## config.mk

```make
export PLATFORM = sky130hd
export DESIGN_NAME = core_hazard_ctrl
export DESIGN_NICKNAME = d
export VERILOG_FILES = /design/src/rtl/core_hazard_ctrl.sv
export SDC_FILE = /design/constraint.sdc
export NUM_CORES = 1
export LEC_CHECK = 0
export ABC_CLOCK_PERIOD_IN_PS = 3600
export BUFFER_PORTS_ARGS = -buffer_cell sky130_fd_sc_hd__buf_2
export CAP_MARGIN = 10
export CORE_MARGIN = 10
export CORE_UTILIZATION = 54
export CTS_CLUSTER_DIAMETER = 200
export DETAILED_ROUTE_END_ITERATION = 6
export PLACE_DENSITY = 0.91
export SLEW_MARGIN = 20
export SYNTH_ARGS = -nofsm -noshare
export SYNTH_HDL_FRONTEND = slang
export SYNTH_SLANG_ARGS = --single-unit
```

## constraint.sdc

```tcl
create_clock -name clock -period 3.6 [get_ports clock]
set_clock_uncertainty 0.15 [all_clocks]
set_input_delay 0.18 -clock clock [delete_from_list [all_inputs] [get_ports clock]]
set_output_delay 0.18 -clock clock [all_outputs]
set_load 0.02 [all_outputs]
```

## src/rtl/core_hazard_ctrl.sv

```systemverilog
// Hazard and sequencing controller for the 5-stage core: ID forward selects,
// load-use / MDU interlocks, branch and exception/ERET flush, stall counter.
module core_hazard_ctrl #(
    parameter int MDU_LATENCY      = 32,
    parameter int EXC_FLUSH_CYCLES = 2
) (
    input  logic        clock,
    input  logic        reset,
    input  logic [4:0]  ID_rs,
    input  logic [4:0]  ID_rt,
    input  logic        ID_uses_rs,
    input  logic        ID_uses_rt,
    input  logic        ID_uses_mdu,
    input  logic [4:0]  EX_W_regnum,
    input  logic        EX_write_enable,
    input  logic        EX_mem_read,
    input  logic [4:0]  MEM_W_regnum,
    input  logic        MEM_write_enable,
    input  logic        mdu_start,
    input  logic        branch_taken,
    input  logic        exception,
    input  logic        eret,
    output logic [1:0]  forward_A,
    output logic [1:0]  forward_B,
    output logic        stall,
    output logic        flush_IF,
    output logic        flush_ID,
    output logic [1:0]  pc_redirect,
    output logic        mdu_busy,
    output logic [31:0] stall_count
);

    // state    | meaning
    // ST_RUN   | normal issue; branch/stall honoured, exception/ERET accepted
    // ST_FLUSH | post-exception drain; IF/ID and ID/EX held cleared
    typedef enum logic {
        ST_RUN,
        ST_FLUSH
    } state_t;

    typedef enum logic [1:0] {
        FWD_NONE = 2'd0,
        FWD_EX   = 2'd1,
        FWD_MEM  = 2'd2
    } forward_type_t;

    localparam int MDU_W = $clog2(MDU_LATENCY + 1);
    localparam int EXC_W = (EXC_FLUSH_CYCLES > 1) ? $clog2(EXC_FLUSH_CYCLES) : 1;
    localparam logic [MDU_W-1:0] MDU_LOAD = MDU_W'(MDU_LATENCY);
    localparam logic [EXC_W-1:0] EXC_LOAD = EXC_W'(EXC_FLUSH_CYCLES - 1);

    state_t            state;
    logic [EXC_W-1:0]  exc_cnt;
    logic [MDU_W-1:0]  mdu_cnt;

    forward_type_t     fwd_rs;
    forward_type_t     fwd_rt;
    logic              load_use;
    logic              mdu_stall;
    logic              exc_req;
    logic              in_run;
    logic              accept;
    logic              branch_go;
    logic              stall_int;

    function automatic forward_type_t fwd_select(
        input logic [4:0] src,
        input logic       uses,
        input logic [4:0] ex_reg,
        input logic       ex_we,
        input logic       ex_load,
        input logic [4:0] mem_reg,
        input logic       mem_we
    );
        forward_type_t sel;
        sel = FWD_NONE;
        if (uses && src != 5'd0) begin
            if (ex_we && ex_reg == src && !ex_load)
                sel = FWD_EX;
            else if (mem_we && mem_reg == src)
                sel = FWD_MEM;
        end
        return sel;
    endfunction

    always_comb begin
        fwd_rs = fwd_select(ID_rs, ID_uses_rs, EX_W_regnum, EX_write_enable,
                            EX_mem_read, MEM_W_regnum, MEM_write_enable);
        fwd_rt = fwd_select(ID_rt, ID_uses_rt, EX_W_regnum, EX_write_enable,
                            EX_mem_read, MEM_W_regnum, MEM_write_enable);
    end

    assign load_use  = EX_mem_read && (EX_W_regnum != 5'd0) &&
                       ((ID_uses_rs && ID_rs == EX_W_regnum) ||
                        (ID_uses_rt && ID_rt == EX_W_regnum));
    assign mdu_busy  = (mdu_cnt != '0);
    assign mdu_stall = mdu_busy && ID_uses_mdu;

    assign exc_req   = exception || eret;
    assign in_run    = (state == ST_RUN);
    assign accept    = in_run && exc_req;
    assign branch_go = in_run && branch_taken && !exc_req;
    assign stall_int = (load_use || mdu_stall) && in_run && !branch_taken && !exc_req;

    // Combinational controls are forced quiet while reset is held.
    always_comb begin
        forward_A   = 2'd0;
        forward_B   = 2'd0;
        stall       = 1'b0;
        flush_IF    = 1'b0;
        flush_ID    = 1'b0;
        pc_redirect = 2'd0;
        if (!reset) begin
            forward_A = fwd_rs;
            forward_B = fwd_rt;
            stall     = stall_int;
            flush_IF  = accept || !in_run || branch_go;
            flush_ID  = accept || !in_run || branch_go;
            if (accept)
                pc_redirect = 2'd2;
            else if (branch_go)
                pc_redirect = 2'd1;
        end
    end

    always_ff @(posedge clock or posedge reset) begin
        if (reset) begin
            state       <= ST_RUN;
            exc_cnt     <= '0;
            mdu_cnt     <= '0;
            stall_count <= '0;
        end else begin
            case (state)
                ST_RUN: begin
                    if (exc_req) begin
                        exc_cnt <= EXC_LOAD;
                        if (EXC_FLUSH_CYCLES > 1)
                            state <= ST_FLUSH;
                    end
                end
                ST_FLUSH: begin
                    exc_cnt <= exc_cnt - 1'b1;
                    // leave once the post-decrement value would read zero
                    if (exc_cnt == EXC_W'(1) || exc_cnt == '0)
                        state <= ST_RUN;
                end
                default: state <= ST_RUN;
            endcase

            if (accept)
                mdu_cnt <= '0;
            else if (mdu_start)
                mdu_cnt <= MDU_LOAD;
            else if (mdu_cnt != '0)
                mdu_cnt <= mdu_cnt - 1'b1;

            if (stall_int && stall_count != 32'hFFFF_FFFF)
                stall_count <= stall_count + 32'd1;
        end
    end

endmodule

```

=== After elaboration in Yosys (flattened, before gate mapping) ===
Cells that the tools add are included.

* $add $sub $neg: 2
* Equality and inequality tests: 7
* Multiplexer cells: 18
* Bitwise logic cells: 1
* Reduce and logical (&&, ||, !) cells: 33

{| class="wikitable"
|+ Operators by type and width
! operator !! count
|-
| adder 32 x 1 -> 32 bit (second input constant) || 1
|-
| inequality test 32 bit (second input constant) || 1
|-
| equality test 5 bit || 6
|-
| logical AND 1 bit || 20
|-
| two-way mux 2 bit || 10
|-
| two-way mux 6 bit || 3
|-
| nonzero test 5 bit || 3
|-
| nonzero test 6 bit || 1
|-
| subtractor 6 x 1 -> 6 bit (second input constant) || 1
|-
| logical OR 1 bit || 5
|-
| two-way mux 1 bit || 4
|-
| logical NOT 1 bit || 3
|-
| nonzero test 3 bit || 1
|-
| one-hot mux 1 bit (2 select lines) || 1
|-
| inverter 1 bit || 1
|}

* Bits in registers: 39
* Input bits: 32
* Output and inout bits: 42
* Word-level logic and storage cells: 64

=== Logic depth before layout (Yosys ltp) ===
* Depth after elaboration: 9
* Depth in mapped cells: 10
* Mapped depth without buffers: 8

=== Worst setup path before layout ===
OpenSTA, ideal clock, no wires.

* Kind: reg2reg
* Start: register stall_count[0]
* End: register stall_count[1]
* Library setup time: 125 ps
* Data arrival time: 2223 ps
* Data required time: 3325 ps
* Setup slack: 1101 ps
* Cell stages (with the launch flop): 8
* Path buffers: 1
* Clock period less this slack: 2499 ps
* Cells stage by stage: dfrtp_1 -> ha_1 -> nand3_1 -> nor4_1 -> and4_1 -> nor3_1 -> buf_6 -> mux2_4

* Word-level cells in the longest chain between the ends: 2
* Elaborated cells between the ends (all ways): 3
* Classes of those cells: add/sub (1); eq/ne (1); reduce/logical (1)

{| class="wikitable"
|+ RTL lines
! what !! RTL line !! RTL
|-
| start, declared || 30 || <nowiki>output logic [31:0] stall_count</nowiki>
|-
| start signal, assigned || 158 || <nowiki>stall_count <= stall_count + 32'd1;</nowiki>
|-
| parallel branches: the longest is 2 deep, another holds adder 32 x 1 -> 32 bit || n/a ||
|}

Several ways; the timed one is not identified.
A chain may end at the register's enable or synchronous reset.

=== Worst setup path in the final report ===
* Start: register mdu_cnt[2]
* End: output stall

* Word-level cells in the longest chain between the ends: 7

{| class="wikitable"
|+ RTL lines
! what !! RTL line !! RTL
|-
| start, declared || 54 || <nowiki>logic [MDU_W-1:0] mdu_cnt;</nowiki>
|-
| start signal, assigned || 155 || <nowiki>mdu_cnt <= mdu_cnt - 1'b1;</nowiki>
|-
| nonzero test 6 bit || 96 || <nowiki>assign mdu_busy = (mdu_cnt != '0);</nowiki>
|-
| logical AND 1 bit || 97 || <nowiki>assign mdu_stall = mdu_busy && ID_uses_mdu;</nowiki>
|-
| logical OR 1 bit || 103 || <nowiki>assign stall_int = (load_use || mdu_stall) && in_run && !branch_taken && !exc_req;</nowiki>
|-
| logical AND 1 bit (3 in series) || 103 ||
|-
| two-way mux 1 bit || 113 || <nowiki>if (!reset) begin</nowiki>
|-
| end, declared || 25 || <nowiki>output logic stall,</nowiki>
|}

Every way passes these cells.

==> results.py <==
metrics = {
    "power": {
        "seqPwrFrac_pct": 42.9,
        "p_int_w": 0.000820,
        "vdd_drop_max_mv": 0.321,
        "power_density_mw_per_mm2": 448,
        "p_leak_nw": 1.35,
        "p_sw_share_pct": 33.2,
        "p_clk_share_pct": 26.1,
        "power_frac_comb_pct": 31.0,
        "p_sw_w": 0.000407,
    },
    "sta": {
        "setup_violations": 0,
        "setup_ws_ps": 662,
        "finalSetupTns_ps": 0,
        "finalCriticalPeriod_ps": 2940,
        "max_clock_freq_mhz": 340,
        "finalCritPeriodShare_pct": 81.6,
        "relSlewSlack_pct": 47.4,
        "rsz0062_at_grt": "no",
        "maxSlewViolCount": 0,
        "hold_viol_final": 0,
        "worst_pin_slew_ps": 786,
    },
    "worst_setup_path": {
        "crit_family": "simple AND/OR/NAND/NOR gates",
        "worstPathArrival_ps": 2610,
        "critPathMaxStageDelay_ps": 520,
        "cp.depth": 6,
        "cp_num_buf_inv": 1,
        "cp-start-kind": "flip-flop",
        "critPathSlowestCell": "or3b_1",
        "crit_chain": "or3_1 -> or3b_1 -> a222oi_1 -> or2_2 -> nor2_1 -> buf_2",
        "worst_setup_path_end_kind": "output pin",
        "crit_fanout": 9,
        "criticalPathCategory": "flip-flop to output pin",
        "reg2reg_depth": 7,
        "cp.required_ps": 3270,
    },
    "logic_synthesis": {
        "ys_ff_latch": 39,
        "yosys.cell_types.count": 34,
        "synth_top_cell_area_share_pct": 44.5,
        "syn_area_mm2": 0.00219,
        "synth_ff_type": "dfrtp_1",
        "yosys.area.top_type": "dfrtp_1",
        "ys_top_cells_by_area": "dfrtp_1, xnor2_1, nand4_1, xor2_1, and3_1",
        "yosys_warnings": 0,
        "syn_nets": 252,
        "yosysMostFrequentCell": "xnor2_1",
        "synth_cells": 217,
        "synth-seq-area-share_pct": 44.5,
        "synth_edf_count": 0,
        "synth_area_per_cell_um2": 10.1,
        "synthArstFlopShare_pct": 100,
        "ys_top_cells_by_count": "xnor2_1, dfrtp_1, nand4_1",
    },
    "floorplanning": {
        "num_io_pins": 74,
        "dieHeight_um": 83.8,
        "fp-row-count": 23,
        "die_x_um": 83.8,
        "dieArea_mm2": 0.00701,
        "coreArea_mm2": 0.00397,
        "initial_core_util_pct": 55.3,
    },
    "routing": {
        "vias": 1940,
        "wl_mm": 5.78,
        "drt_first_pass_iters": 4,
        "drtIter0Drc": 72,
        "vias_per_cell": 5.56,
        "ant_nets": 0,
        "wl_per_cell_um": 16.6,
        "post-route-drc-count": 0,
    },
    "clock_tree": {
        "clockBufferDepth": 2,
        "cts-root-buf": "clkbuf_8",
        "cts_tree": "yes",
        "cts_made_buffers": 5,
        "cts.sinks": 39,
        "clkLatencyLatePin_ps": 290,
        "clk_pin_slew_worst_paths_ps": 80,
        "h-tree-depth": 2,
        "cts.repair.resized": 0,
    },
    "final_layout": {
        "diodes": 0,
        "area_growth_pct": 24.9,
        "num-nets-final": 333,
        "final_cells": 349,
        "fill_cells": 321,
        "drive_above_1_share_pct": 29.8,
    },
    "placement": {
        "gp_congestion": 0.942,
        "hpwl_mm": 4.44,
        "placedCellCount": 339,
        "io_buffers": 73,
        "dp_slack_ps": 877,
    },
    "min_path": {
        "hold_path.class": "input port to flip-flop",
        "whs_path_depth": 3,
    },
    "flow_run": {
        "drv_cap": 0,
    },
    "status": {
        "outcome": "finished, final reports clean",
    },
    "grt": {
        "grt_use_total_pct": 16.6,
        "grt_overflow": 0,
        "grt_pass1_wl_mm": 9.65,
        "grt_pass1_vias": 1988,
        "grt_max_degree": 40,
        "antenna_found_initial": 0,
    },
}
## final cells by class
cell class / instances / area [µm²] / share of cell area (%)
tap: 50 / 62.6 / 2.28
clock buffer: 8 / 100 / 3.65
sequential: 39 / 976 / 35.6
multi-input combinational: 169 / 1180 / 42.9
timing repair buffer: 78 / 408 / 14.9
inverter: 5 / 18.8 / 0.685
## logic make-up (layout without fill, tap and decap cells)
logic type,Yosys count,after routing,share of synthesized area (%)
AOI/OAI and AO/OA,9,9,2.62
DFF,39,39,44.5
and+or+nand+nor,100,100,25.9
adders and majority gates,3,3,1.71
muxes,2,2,1.20
buffers and inverters,9,91,2.17
xor gates and xnor gates,55,55,21.9
## placed cells by master (no fill, tap or decap), types with 2 or more instances in the layout
master / instances
dfrtp_1: 39
buf_4: 3
and2_1: 2
a21oi_1: 3
dlygate4sd3_1: 2
xor2_1: 13
xnor2_1: 42
and4_1: 5
nand3_1: 10
nor3_1: 7
o21ai_0: 3
clkbuf_8: 7
or4_1: 5
nor4_1: 4
inv_1: 5
ha_1: 3
nand2_1: 14
nand4_1: 20
nor2_1: 14
buf_2: 73
and3_1: 9
## registers in the layout (all words and copies together) (netlist names)
| signal | count |
|---|---|
| mdu_cnt | 6 |
| state | 1 |
| stall_count | 32 |
## routing by layer
metal | track usage (%) | up-vias | share of wire, %
met5 | 0 | - | 0
met4 | 6.09 | 0 | 1.8
met2 | 27.1 | 78 | 47
met1 | 19.3 | 922 | 43
li1 | - | 929 | -
met3 | 6.15 | 11 | 8.2
## worst paths after layout
kind	endpoint	startpoint	slack, ps
max	stall	mdu_cnt[2]$_DFFE_PP0P_	660
min	state$_DFF_PP0_	exception	80
max reg2reg	stall_count[13]$_DFFE_PP0P_	mdu_cnt[2]$_DFFE_PP0P_	860
min reg2reg	stall_count[17]$_DFFE_PP0P_	stall_count[17]$_DFFE_PP0P_	340
max in group asynchronous	stall_count[7]$_DFFE_PP0P_	reset	2470
min in group asynchronous	mdu_cnt[2]$_DFFE_PP0P_	reset	490
## power groups by stage
stage	clock network, W	registers [W]	logic [W]
5_1_grt	0.000349	0.000532	0.000426
4_1_cts	0.000329	0.000525	0.000384
3_3_place_gp	0	0.000529	0.000358
3_5_place_dp	0	0.000533	0.000374
6_report	0.000320	0.000526	0.000380
2_1_floorplan	0	0.000538	0.000262
## timing repair
action                                 CTS  global route
hold buffers                             2             0
setup buffers                            0             0
endpoints found under the hold margin   40             0
## through the flow
step                util [%]  total power [W]  area, µm²  hold WS, ps
floorplan                  -         0.000800       2190          157
global placement        66.0         0.000888       2620          263
detailed placement      66.0         0.000907       2620          262
CTS                     69.0          0.00124       2740         71.0
global route            69.0          0.00131       2740          129
finish                  69.0          0.00123       2740         82.3
## tightest hold or removal path, delay by kind of cell
kind,cells,cell delay (ps)
AND/OR/NAND/NOR,2,200
buffers and inverters,1,90
No activity file was read; power rests on OpenSTA's default activity.
